--- config.mk ---
export PLATFORM = sky130hd
export DESIGN_NAME = irq_ctrl
export DESIGN_NICKNAME = d
export VERILOG_FILES = /design/src/rtl/irq_ctrl_pkg.sv /design/src/rtl/irq_sync.sv /design/src/rtl/irq_ctrl.sv
export SDC_FILE = /design/constraint.sdc
export NUM_CORES = 1
export LEC_CHECK = 0
export ABC_AREA = 0
export CAP_MARGIN = 20
export CORE_ASPECT_RATIO = 1.4
export CORE_MARGIN = 2
export CORE_UTILIZATION = 36
export CTS_CLUSTER_SIZE = 20
export DETAILED_ROUTE_END_ITERATION = 7
export PLACE_DENSITY = 0.81
export SYNTH_ARGS = -nofsm -noshare
export SYNTH_HDL_FRONTEND = slang
export SYNTH_HIERARCHICAL = 1
export SYNTH_SLANG_ARGS = --single-unit
--- constraint.sdc ---
create_clock -name clk -period 1.4 [get_ports clk]
set_input_delay 0.21 -clock clk [delete_from_list [all_inputs] [get_ports clk]]
set_output_delay 0.21 -clock clk [all_outputs]
set_load 0.005 [all_outputs]
--- src/rtl/irq_ctrl_pkg.sv ---
// Shared definitions for the interrupt controller: register word offsets
// (addr[4:2]) and trigger-mode encodings.
package irq_ctrl_pkg;

  localparam logic [2:0] IRQ_REG_PENDING   = 3'd0;
  localparam logic [2:0] IRQ_REG_ENABLE    = 3'd1;
  localparam logic [2:0] IRQ_REG_TRIGGER   = 3'd2;
  localparam logic [2:0] IRQ_REG_CLAIM     = 3'd3;
  localparam logic [2:0] IRQ_REG_COMPLETE  = 3'd4;
  localparam logic [2:0] IRQ_REG_INSERVICE = 3'd5;

  localparam logic IRQ_TRIG_LEVEL = 1'b0;
  localparam logic IRQ_TRIG_EDGE  = 1'b1;

endpackage

--- src/rtl/irq_sync.sv ---
// Two-flop synchroniser for one asynchronous interrupt line, plus a
// history flop so the caller gets both the level and a rising-edge strobe.
module irq_sync (
  input  logic clk,
  input  logic rst,
  input  logic irq,
  output logic level,
  output logic rise
);

  logic sync1;
  logic sync2;
  logic prev;

  // Metastability chain followed by the previous-cycle copy of the clean level
  always_ff @(posedge clk or posedge rst) begin
    if (rst) begin
      sync1 <= 1'b0;
      sync2 <= 1'b0;
      prev  <= 1'b0;
    end else begin
      sync1 <= irq;
      sync2 <= sync1;
      prev  <= sync2;
    end
  end

  assign level = sync2;
  assign rise  = sync2 & ~prev;

endmodule

--- src/rtl/irq_ctrl.sv ---
// Memory-mapped external interrupt controller. Latches synchronised lines
// as edge/level pending bits, tracks claimed (in-service) sources and
// raises a registered request to the CPU for any claimable source.
module irq_ctrl
  import irq_ctrl_pkg::*;
#(
  parameter int XLEN      = 32,
  parameter int MEI_PORTS = 4
) (
  input  logic                 clk,
  input  logic                 rst,
  input  logic [MEI_PORTS-1:0] irq,
  input  logic                 sel,
  input  logic [XLEN-1:0]      addr,
  input  logic [XLEN-1:0]      wdata,
  input  logic [3:0]           wenable,
  output logic [XLEN-1:0]      rdata,
  output logic                 mei_pending
);

  logic [MEI_PORTS-1:0] level;
  logic [MEI_PORTS-1:0] rise;
  logic [MEI_PORTS-1:0] pending;
  logic [MEI_PORTS-1:0] enable;
  logic [MEI_PORTS-1:0] trigger;
  logic [MEI_PORTS-1:0] in_service;
  logic [MEI_PORTS-1:0] pending_next;
  logic [MEI_PORTS-1:0] enable_next;
  logic [MEI_PORTS-1:0] trigger_next;
  logic [MEI_PORTS-1:0] in_service_next;
  logic [MEI_PORTS-1:0] claimable;
  logic [MEI_PORTS-1:0] claim_hit;
  logic [MEI_PORTS-1:0] complete_hit;

  logic [2:0] reg_sel;
  logic [4:0] wid;
  logic       claim_wr;
  logic       complete_wr;
  logic       enable_wr;
  logic       trigger_wr;
  logic       unused_bits;

  assign reg_sel     = addr[4:2];
  assign wid         = wdata[4:0];
  assign claim_wr    = sel && wenable[0] && (reg_sel == IRQ_REG_CLAIM);
  assign complete_wr = sel && wenable[0] && (reg_sel == IRQ_REG_COMPLETE);
  assign enable_wr   = sel && (reg_sel == IRQ_REG_ENABLE);
  assign trigger_wr  = sel && (reg_sel == IRQ_REG_TRIGGER);
  assign claimable   = pending & enable & ~in_service;

  // Address bits outside [4:2] and write lanes beyond the source count carry no meaning
  assign unused_bits = ^{addr[XLEN-1:5], addr[1:0], wdata, wenable};

  // Lowest-index claimable source wins; ID is index+1, 0 means none
  function automatic logic [4:0] first_id(input logic [MEI_PORTS-1:0] v);
    logic [4:0] id;
    id = 5'd0;
    for (int i = MEI_PORTS - 1; i >= 0; i--) begin
      if (v[i]) id = 5'(i + 1);
    end
    return id;
  endfunction

  genvar gi;
  generate
    for (gi = 0; gi < MEI_PORTS; gi++) begin : g_src
      irq_sync u_sync (
        .clk   (clk),
        .rst   (rst),
        .irq   (irq[gi]),
        .level (level[gi]),
        .rise  (rise[gi])
      );

      // ID compare against gi+1 rejects k=0 and k>MEI_PORTS by construction
      assign claim_hit[gi]    = claim_wr && (wid == 5'(gi + 1)) && claimable[gi];
      assign complete_hit[gi] = complete_wr && (wid == 5'(gi + 1)) && in_service[gi];

      // Edge: a new edge beats a same-cycle claim. Level: mirror the line.
      assign pending_next[gi] = (trigger[gi] == IRQ_TRIG_EDGE)
                              ? (rise[gi] | (pending[gi] & ~claim_hit[gi]))
                              : level[gi];

      assign in_service_next[gi] = complete_hit[gi] ? 1'b0
                                 : claim_hit[gi]    ? 1'b1
                                 : in_service[gi];

      assign enable_next[gi]  = (enable_wr && wenable[gi / 8])  ? wdata[gi] : enable[gi];
      assign trigger_next[gi] = (trigger_wr && wenable[gi / 8]) ? wdata[gi] : trigger[gi];
    end
  endgenerate

  // Controller state and the registered CPU request
  always_ff @(posedge clk or posedge rst) begin
    if (rst) begin
      pending     <= '0;
      enable      <= '0;
      trigger     <= '0;
      in_service  <= '0;
      mei_pending <= 1'b0;
    end else begin
      pending     <= pending_next;
      enable      <= enable_next;
      trigger     <= trigger_next;
      in_service  <= in_service_next;
      mei_pending <= |claimable;
    end
  end

  // Side-effect-free combinational register read
  always_comb begin
    rdata = '0;
    case (reg_sel)
      IRQ_REG_PENDING:   rdata[MEI_PORTS-1:0] = pending;
      IRQ_REG_ENABLE:    rdata[MEI_PORTS-1:0] = enable;
      IRQ_REG_TRIGGER:   rdata[MEI_PORTS-1:0] = trigger;
      IRQ_REG_CLAIM:     rdata[4:0]           = first_id(claimable);
      IRQ_REG_INSERVICE: rdata[MEI_PORTS-1:0] = in_service;
      default:           rdata                = '0;
    endcase
  end

endmodule

==> metrics.md <==
| Metric | Value |
|---|---|
| Site row count | `29` |
| Hold Buf Count CTS | `0` |
| First-pass iteration count of the detailed router | `4` |
| Clock tree skew after final layout | `7.01 ps` |
| Cell type with the largest total area after synthesis | `sky130_fd_sc_hd__dfrtp_1` |
| Final ANT Viol Nets | `0` |
| Share of synthesized flip-flops with an asynchronous set or reset | `100%` |
| TritonCTS clock tree | `yes` |
| Fin. max-slew vios | `0` |
| Total number of vias | `1354` |
| Total power divided by cell area | `1010 nW/um^2` |
| Setup crit start kind | `flop` |
| Number of maximum-capacitance constraint violations | `0` |
| Post-layout instance area | `2320 sq um` |
| Final Cycle Share | `122%` |
| Worst min-delay path class | `in -> async` |
| Data required, critical path | `1190 ps` |
| Starting utilization of the core area | `36.7%` |
| Total of buffers placed on input and output ports | `20` |
| Number of DRC violations after detailed-routing iteration 0 | `37` |
| Post-Route WL | `3990 um` |
| Final core utilization | `52.1%` |
| Post-synth cell types | `39` |
| Inst Count DP | `270` |
| Sequential share of the synthesized area | `44.3%` |
| Drt wl/cell | `14.0 um` |
| Type of the worst setup path | `reg -> out` |
| CTS root buf | `sky130_fd_sc_hd__clkbuf_8` |
| Achievable frequency | `584 MHz` |
| Shortest period the worst path allows | `1710 ps` |
| Half-perimeter wire length after detailed placement | `2840 um` |
| Number of design rule violations left after detail routing | `0` |
| Sum of overflow across all layers after global routing | `0` |
| Clock Tree Buf Depth | `2` |
| Combined area of all synthesized cells | `1640 sq um` |
| Weighted congestion reported at the end of routability-driven placement | `0.848` |
| Leakage power total | `1.11 nW` |
| Maximum number of pins on one net before global-route repair | `18` |
| Number of vias per cell | `4.75` |
| Number of register bits inferred by synthesis | `29` |
| Die width | `61.0 um` |
| First-pass GRT wire length | `6040 um` |
| Critical path endpoint category | `output pin` |
| Later-pin clock latency in the skew report | `270 ps` |
| Ratio of cells with drive above 1 in the final layout | `40.4%` |
| RSZ-0062 raised after global routing | `true` |
| Most frequently used flop master after synthesis | `sky130_fd_sc_hd__dfrtp_1` |
| Via count of the first global-routing pass | `1358` |
| Run status | `finished with violations` |
| Final Hold Vio Count | `0` |
| Total track usage | `16.4%` |
| Synth-to-Final Area Change | `42.0%` |
| Post-Synthesis Mean Instance Area | `10.8 sq um` |
| Top-area cell type share of the netlist area | `44.3%` |
| Y dimension of the die | `83.8 um` |
| Number of CTS-inserted buffers | `5` |
| Cell count after synthesis | `152` |
| Violations in the final reports | `negative setup slack` |
| Hold WS | `268 ps` |
| Peak fanout along the critical path | `2` |
| Largest voltage drop on the vdd net | `0.000532 V` |
| Core area | `4460 sq um` |
| Final net count | `299` |
| Pre-CTS WS | `-719 ps` |
| Number of top-level pins | `108` |
| Non-Filler Instances | `285` |
| Number of antenna violations at the first check in global routing | `0` |
| Top cells by area in the synthesized netlist | `sky130_fd_sc_hd__dfrtp_1, sky130_fd_sc_hd__buf_4, sky130_fd_sc_hd__mux2i_1` |
| Final setup violation count | `6` |
| CP Data Arrival Time | `1500 ps` |
| Synthesis Warnings | `6` |
| Clock sink count | `29` |
| Clock H-tree levels | `2` |
| Cell area after placement | `2090 sq um` |
| Full die area | `5110 sq um` |
| Count of inserted antenna diode cells | `0` |
| Fin worst setup slack | `-311 ps` |
| EDFF count, synth | `0` |
| Clock transition time at the flip-flop clock pins of the worst setup and hold paths | `60 ps` |
| PnR Total Power | `2.34 mW` |
| Final TNS setup | `-921 ps` |
## path summary, 6_finish.rpt
check | from | end | cells after the start | slack, ps
max in group asynchronous | rst | enable[0] | 3 | 790
hold reg to reg | g_src[3].u_sync/sync1 | g_src[3].u_sync/level | 0 | 350
hold / removal | rst | g_src[1].u_sync/prev | 2 | 270
min in group clk | g_src[3].u_sync/sync1 | g_src[3].u_sync/level | 0 | 350
setup / recovery | pending[2] | rdata[2] | 4 | -310
setup reg to reg | in_service[3] | pending[3] | 4 | -90
## routing by layer
layer,vias up,track usage (%),part of all wire [%]
met4,0,12.5,6.8
met5,-,0,0
li1,631,-,-
met2,63,27.6,52
met1,635,16.3,36
met3,25,3.88,5.2
## worst max-delay path, stage by stage, from the launching register on
cell	delay, ps
sky130_fd_sc_hd__dfrtp_1	390
sky130_fd_sc_hd__and3b_2	220
sky130_fd_sc_hd__buf_6	120
sky130_fd_sc_hd__o41ai_2	330
sky130_fd_sc_hd__buf_2	160
## state kept, by name (all words and copies together), names as in the netlist
register            flops
mei_pending             1
in_service              4
pending                 4
g_src.u_sync/level      4
trigger                 4
enable                  4
g_src.u_sync/prev       4
g_src.u_sync/sync1      4
## repair_timing
| item | CTS | global route |
|---|---|---|
| resized for setup | 49 | 5 |
| setup buffers | 8 | 4 |
| pin swaps | 16 | 11 |
| cloned | 1 | 0 |
| hold endpoints to repair | 0 | 0 |
| endpoints found under the setup margin | 20 | 11 |
## layout by cell type, fill, tap and decap left out, types with 2 or more instances in the layout
| cell type | instances |
|---|---|
| sky130_fd_sc_hd__nor4_2 | 2 |
| sky130_fd_sc_hd__inv_1 | 9 |
| sky130_fd_sc_hd__dfrtp_1 | 29 |
| sky130_fd_sc_hd__nand3b_1 | 6 |
| sky130_fd_sc_hd__nor2_1 | 3 |
| sky130_fd_sc_hd__conb_1 | 28 |
| sky130_fd_sc_hd__clkdlybuf4s15_2 | 3 |
| sky130_fd_sc_hd__or3_1 | 2 |
| sky130_fd_sc_hd__o41ai_1 | 2 |
| sky130_fd_sc_hd__mux2_2 | 8 |
| sky130_fd_sc_hd__mux2i_1 | 8 |
| sky130_fd_sc_hd__buf_4 | 42 |
| sky130_fd_sc_hd__nand3_2 | 2 |
| sky130_fd_sc_hd__buf_2 | 4 |
| sky130_fd_sc_hd__buf_6 | 7 |
| sky130_fd_sc_hd__dlygate4sd2_1 | 6 |
| sky130_fd_sc_hd__nand2_1 | 4 |
| sky130_fd_sc_hd__clkdlybuf4s50_1 | 6 |
| sky130_fd_sc_hd__nor2b_1 | 2 |
| sky130_fd_sc_hd__o41ai_2 | 2 |
| sky130_fd_sc_hd__o21ai_0 | 3 |
| sky130_fd_sc_hd__nand2b_1 | 6 |
| sky130_fd_sc_hd__nor2b_4 | 4 |
| sky130_fd_sc_hd__clkbuf_8 | 5 |
| sky130_fd_sc_hd__or4_1 | 2 |
## where the power goes
| part | switching (mW) | total, mW | leakage [nW] | internal (mW) |
|---|---|---|---|---|
| combinational | 0.311 | 0.718 | 0.723 | 0.408 |
| sequential | 0.0695 | 1.02 | 0.346 | 0.951 |
| clock | 0.274 | 0.598 | 0.0399 | 0.325 |
| total | 0.654 | 2.34 | 1.11 | 1.68 |
## cells by family after synthesis
group	Yosys count	synth area share, %
AOI/OAI and AO/OA	19	8.79
and+or+nand+nor	46	20.0
DFF	29	44.3
buffers and inverters	40	15.7
muxes	17	11.0
other	1	0.229
## synthesized netlist by cell type, types with 2 or more instances
cell,n
sky130_fd_sc_hd__nand2_1,4
sky130_fd_sc_hd__o22ai_1,2
sky130_fd_sc_hd__nand3b_1,6
sky130_fd_sc_hd__mux2_2,8
sky130_fd_sc_hd__nor2b_4,4
sky130_fd_sc_hd__o21ai_0,4
sky130_fd_sc_hd__nand3_1,3
sky130_fd_sc_hd__o41ai_1,4
sky130_fd_sc_hd__nor4_1,4
sky130_fd_sc_hd__mux2i_1,9
sky130_fd_sc_hd__buf_4,28
sky130_fd_sc_hd__nor2b_1,2
sky130_fd_sc_hd__or3_1,3
sky130_fd_sc_hd__and3b_1,2
sky130_fd_sc_hd__nor2_1,3
sky130_fd_sc_hd__nand2b_1,6
sky130_fd_sc_hd__or4_1,2
sky130_fd_sc_hd__inv_1,9
sky130_fd_sc_hd__dfrtp_1,29
## cell type report
class                      instances  area, sq um
multi-input combinational        110          842
sequential                        29          726
tap                               62         77.6
inverter                           9         33.8
fill                             407         2140
timing repair buffer              69          571
clock inverter                     1         5.00
clock buffer                       5         68.8
Note: power is estimated with default switching activity, not from simulation.
